**config.mk**
```make
export PLATFORM = sky130hd
export DESIGN_NAME = instr_encoder
export DESIGN_NICKNAME = d
export VERILOG_FILES = /design/src/rtl/instr_encoder.sv
export SDC_FILE = /design/constraint.sdc
export NUM_CORES = 1
export LEC_CHECK = 0
export ABC_AREA = 1
export CAP_MARGIN = 20
export CELL_PAD_IN_SITES_DETAIL_PLACEMENT = 0
export CELL_PAD_IN_SITES_GLOBAL_PLACEMENT = 1
export CORE_MARGIN = 2
export CORE_UTILIZATION = 42
export CTS_BUF_LIST = sky130_fd_sc_hd__clkbuf_8
export DETAILED_ROUTE_END_ITERATION = 7
export PLACE_DENSITY_LB_ADDON = 0.1
export SLEW_MARGIN = 5
export SYNTH_ARGS = -nofsm -noshare
export SYNTH_HDL_FRONTEND = slang
export SYNTH_SLANG_ARGS = --single-unit
```
**constraint.sdc**
```tcl
create_clock -name clk -period 5.7 [get_ports clk]
set_input_delay 0.57 -clock clk [delete_from_list [all_inputs] [get_ports clk]]
set_output_delay 0.57 -clock clk [all_outputs]
set_load 0.03 [all_outputs]
```
**src/rtl/instr_encoder.sv**
```systemverilog
// instr_encoder: two-stage valid/ready packer of decoded fields into RV64 I/S/B words.
// Optional INSTR_ENC_SELFCHECK_EN re-extracts the immediate from each word and flags disagreement.
module instr_encoder #(
  parameter int CNT_W = 16
) (
  input  logic             clk,
  input  logic             rst_n,
  input  logic             in_valid,
  output logic             in_ready,
  input  logic [1:0]       in_fmt,
  input  logic [4:0]       in_rd,
  input  logic [4:0]       in_rs1,
  input  logic [4:0]       in_rs2,
  input  logic [2:0]       in_funct3,
  input  logic [6:0]       in_funct7,
  input  logic [63:0]      in_imm,
  output logic             out_valid,
  input  logic             out_ready,
  output logic [31:0]      out_instr,
  output logic             out_err,
  output logic [CNT_W-1:0] enc_count,
  output logic [CNT_W-1:0] err_count,
  output logic             chk_fail
);
  logic             s1_valid_q, out_valid_q, out_err_q, err_d;
  logic [1:0]       fmt_q;
  logic [4:0]       rd_q, rs1_q, rs2_q;
  logic [2:0]       f3_q;
  logic [5:0]       f7_q;
  logic [63:0]      imm_q;
  logic [31:0]      out_instr_q, instr_d;
  logic [6:0]       opcode;
  logic [CNT_W-1:0] enc_count_q, err_count_q;
  logic             s2_load, accept, hs, shift, unused_ok;
  assign s2_load   = s1_valid_q && (!out_valid_q || out_ready);
  assign in_ready  = !s1_valid_q || s2_load;
  assign accept    = in_valid && in_ready;
  assign hs        = out_valid_q && out_ready;
  assign unused_ok = in_funct7[0];
  // funct3 001 and 101 are the RV64 shift encodings with a 6-bit shamt
  assign shift  = fmt_q == 2'd0 && f3_q[1:0] == 2'b01;
  assign opcode = fmt_q == 2'd0 ? 7'h13 : fmt_q == 2'd1 ? 7'h03 : fmt_q == 2'd2 ? 7'h23 : 7'h63;
  assign instr_d = fmt_q == 2'd3 ? {imm_q[12], imm_q[10:5], rs2_q, rs1_q, f3_q, imm_q[4:1], imm_q[11], opcode}
                 : fmt_q == 2'd2 ? {imm_q[11:5], rs2_q, rs1_q, f3_q, imm_q[4:0], opcode}
                 : shift         ? {f7_q, imm_q[5:0], rs1_q, f3_q, rd_q, opcode}
                 :                 {imm_q[11:0], rs1_q, f3_q, rd_q, opcode};
  assign err_d = fmt_q == 2'd3 ? !(&imm_q[63:12] || ~|imm_q[63:12]) || imm_q[0]
               : shift         ? |imm_q[63:6]
               :                 !(&imm_q[63:11] || ~|imm_q[63:11]);
  always_ff @(posedge clk or negedge rst_n) begin
    if (!rst_n) begin
      s1_valid_q  <= 1'b0;
      fmt_q       <= '0;
      rd_q        <= '0;
      rs1_q       <= '0;
      rs2_q       <= '0;
      f3_q        <= '0;
      f7_q        <= '0;
      imm_q       <= '0;
      out_valid_q <= 1'b0;
      out_instr_q <= '0;
      out_err_q   <= 1'b0;
      enc_count_q <= '0;
      err_count_q <= '0;
    end else begin
      s1_valid_q  <= accept ? 1'b1 : s2_load ? 1'b0 : s1_valid_q;
      out_valid_q <= s2_load ? 1'b1 : out_ready ? 1'b0 : out_valid_q;
      if (accept) begin
        fmt_q <= in_fmt;
        rd_q  <= in_rd;
        rs1_q <= in_rs1;
        rs2_q <= in_rs2;
        f3_q  <= in_funct3;
        f7_q  <= in_funct7[6:1];
        imm_q <= in_imm;
      end
      if (s2_load) begin
        out_instr_q <= instr_d;
        out_err_q   <= err_d;
      end
      enc_count_q <= enc_count_q + CNT_W'(hs && !(&enc_count_q));
      err_count_q <= err_count_q + CNT_W'(hs && out_err_q && !(&err_count_q));
    end
  end
`ifdef INSTR_ENC_SELFCHECK_EN
  logic [63:0] cap_imm_q, rex;
  logic        chk_fail_q, is_sh, mism;
  assign rex   = out_instr_q[6:0] == 7'h63 ? {{51{out_instr_q[31]}}, out_instr_q[31], out_instr_q[7], out_instr_q[30:25], out_instr_q[11:8], 1'b0}
               : out_instr_q[6:0] == 7'h23 ? {{52{out_instr_q[31]}}, out_instr_q[31:25], out_instr_q[11:7]}
               :                             {{52{out_instr_q[31]}}, out_instr_q[31:20]};
  assign is_sh = out_instr_q[6:0] == 7'h13 && out_instr_q[13:12] == 2'b01;
  assign mism  = is_sh ? out_instr_q[25:20] != cap_imm_q[5:0] : rex != cap_imm_q;
  always_ff @(posedge clk or negedge rst_n) begin
    if (!rst_n) begin
      cap_imm_q  <= '0;
      chk_fail_q <= 1'b0;
    end else begin
      if (s2_load) cap_imm_q <= imm_q;
      chk_fail_q <= chk_fail_q || (hs && !out_err_q && mism);
    end
  end
  assign chk_fail = chk_fail_q;
`else
  assign chk_fail = 1'b0;
`endif
  assign out_valid = out_valid_q;
  assign out_instr = out_instr_q;
  assign out_err   = out_err_q;
  assign enc_count = enc_count_q;
  assign err_count = err_count_q;
endmodule

```
==> results by group <==
Yosys
  – Post-synthesis sequential area ratio: 55.95%
  – YS warnings: 0
  – Ranking of synthesized cells by area: dfrtp_1, mux2_2, nand2_1
  – Synth Cell Area: 0.006888 mm^2
  – Asr flop ratio synth: 100.0%
  – Largest area contributor in the netlist: dfrtp_1
  – Post-synth EDFFs: 0
  – Post-synthesis cell type count: 31
  – Synth top cells by count: nand2_1, dfrtp_1, nor2_1
  – Ys flop type: dfrtp_1
  – Mapped Cells: 689
  – Post-Syn Area per Cell: 9.997 um^2
  – Yosys reg bits: 154
  – Count leader, synth: nand2_1
  – Synth top area share: 55.95%

Drt
  – Initial drt markers: 218
  – WL/cell: 14.49 um
  – Final ANT Viol Nets: 0
  – Routed WL: 15.61 mm
  – Via Count: 5123
  – Residual DRC: 0
  – Via density: 4.757
  – DRT Pass-1 Iters: 4

Floorplan
  – Rows: 46
  – Die ar.: 0.01744 mm^2
  – IO Count: 163
  – Die X: 132.1 um
  – Initial core utilization: 43.20%
  – Core Area: 0.01594 mm^2
  – Die Ht: 132.1 um

Placement
  – GP Congestion: 0.8114
  – HPWL after detailed placement: 11.13 mm
  – Port bufs: 158

Critical path
  – Critical Path Sink Type: flip-flop
  – Worst Path Max Fanout: 77
  – WP data required: 6.03 ns
  – Crit path launch type: input pin
  – Kind of critical path: in2reg
  – Arrival time at the worst endpoint: 2.83 ns
  – FF-to-FF path depth: 4

STA
  – Setup Skew: 0.01410 ns
  – Sum Neg Setup Slack: 0 ns
  – Final setup vio count: 0
  – RSZ-0062 raised after global routing: no
  – Slew HR: 36.16%
  – Period utilization: 43.93%
  – Fin. max-slew vios: 0
  – Fmax: 399.3 MHz
  – Fin crit period: 2.504 ns
  – Hold Fails Final Rpt: 0
  – Tightest Pin Transition: 0.9576 ns

Global route
  – First-pass GRT wire length: 26.36 mm
  – Initial antenna violation count: 1
  – Global router's overall resource usage: 18.91%
  – GRT overflow: 0
  – Vias in the first global route: 5194
  – Largest net degree at the start of global routing: 93

Pwr
  – PwrDens: 360.5 mW/mm^2
  – Total power: 3.271 mW
  – Leakage Power: 3.994 nW
  – VDD IR-drop max: 0.0001758 V

Clock tree
  – CTS tree: yes
  – CTS Buffer Depth: 2
  – Clk root buf: clkbuf_8
  – Hold-fix buffers, CTS: 0
  – Clk slew on worst S/H paths: 0.09 ns
  – # resized after CTS: 0
  – # clock sinks: 154
  – CTS Buf Count: 17
  – Post-CTS Setup Bufs: 0
  – H-tree depth: 4
  – Skew-Pair Late Insertion Delay: 0.44 ns

Cells and area
  – Area grow syn2layout: 31.73%
  – Layout net count: 948
  – FILL cells: 1405
  – Share of layout cells above drive strength 1: 14.88%

Run status
  – Status: finished clean

Worst hold path
  – Hold Path Class: in2async

Run
  – MaxCap Viol Count: 0
[worst max-delay path: stages]
cell and delay, ns:
clkdlybuf4s50_1 0.41, inv_1 0.09, nand3_2 0.10, nand2_4 0.67
buf_4 0.51, mux2_2 0.39
[metal layers]
metal | global-route usage [%] | vias up | wire length (um)
met3 | 4.344 | 17 | 747
met1 | 26.47 | 2447 | 7490
met2 | 29.34 | 124 | 7150
met4 | 5.918 | 0 | 218
met5 | 0 | - | 0
li1 | - | 2535 | -
[final cells by class]
cell class	count	area, um^2	area share, %
timing repair buffer	161	1605	17.69
multi-input combinational	472	2761	30.43
clock inverter	13	175.2	1.931
sequential	154	3854	42.47
inverter	42	157.7	1.737
antenna	1	2.502	0.02758
clock buffer	18	247.7	2.730
tap	216	270.3	2.978
[worst paths after layout]
check	startpoint	to	slack (ns)
setup / recovery	out_ready	imm_q[43]	3.20
hold / removal	rst_n	enc_count[3]	0.19
setup reg to reg	out_valid	imm_q[43]	3.41
hold reg to reg	rs1_q[2]	out_instr[17]	0.47
max in group asynchronous	rst_n	err_count[7]	4.20
min in group clk	rs1_q[2]	out_instr[17]	0.47
[sequential cells by signal, summed over array words and instances, names as in the netlist]
| register | flops |
|---|---|
| s1_valid_q | 1 |
| f3_q | 3 |
| f7_q | 6 |
| out_err | 1 |
| rs2_q | 5 |
| rd_q | 5 |
| out_valid | 1 |
| enc_count | 16 |
| out_instr | 29 |
| fmt_q | 2 |
| err_count | 16 |
| rs1_q | 5 |
| imm_q | 64 |
[per-stage QoR]
step | setup slack [ns] | hold WS (ns) | cell area [um^2] | instances | utilization [%]
floorplan | 3.617 | 0.2744 | 6895 | 691 | -
global placement | 2.769 | 0.4450 | 8648 | 1045 | 54.25
detailed placement | 2.715 | 0.4556 | 8648 | 1045 | 54.25
CTS | 3.198 | 0.2130 | 9071 | 1076 | 56.90
global route | 3.045 | 0.2514 | 9071 | 1076 | 56.90
finish | 3.196 | 0.1867 | 9074 | 1077 | 56.91
[where the power goes]
| group | switching (mW) | internal (mW) |
|---|---|---|
| clock | 0.409 | 0.483 |
| combinational | 0.504 | 0.410 |
| sequential | 0.167 | 1.30 |
| total | 1.08 | 2.19 |
[logic make-up after synthesis]
family,Yosys count,share of synthesized area [%]
AO/OA/AOI/OAI,46,3.579
XOR/XNOR,29,3.688
adder cells (fa/ha/maj),5,0.9083
buffers and inverters,65,4.142
flip-flops,154,55.95
multiplexers,75,12.26
other,1,0.05444
AND/OR/NAND/NOR,314,19.42
[layout by cell type, fill, tap and decap left out, drive strengths merged]
cell type	count
a21oi	26
a41oi	1
buf	4
bufinv	4
clkbuf	18
clkdlybuf4s50	157
clkinv	4
clkinvlp	3
conb	3
dfrtp	154
diode	1
ha	5
inv	44
mux2	75
nand2	173
nand3	22
nand4	14
nor2	101
nor3	3
o2111ai	1
o211ai	1
o21ai	15
o221ai	1
o31ai	1
or2	1
xnor2	20
xor2	9
No activity file was read; power rests on OpenSTA's default activity.
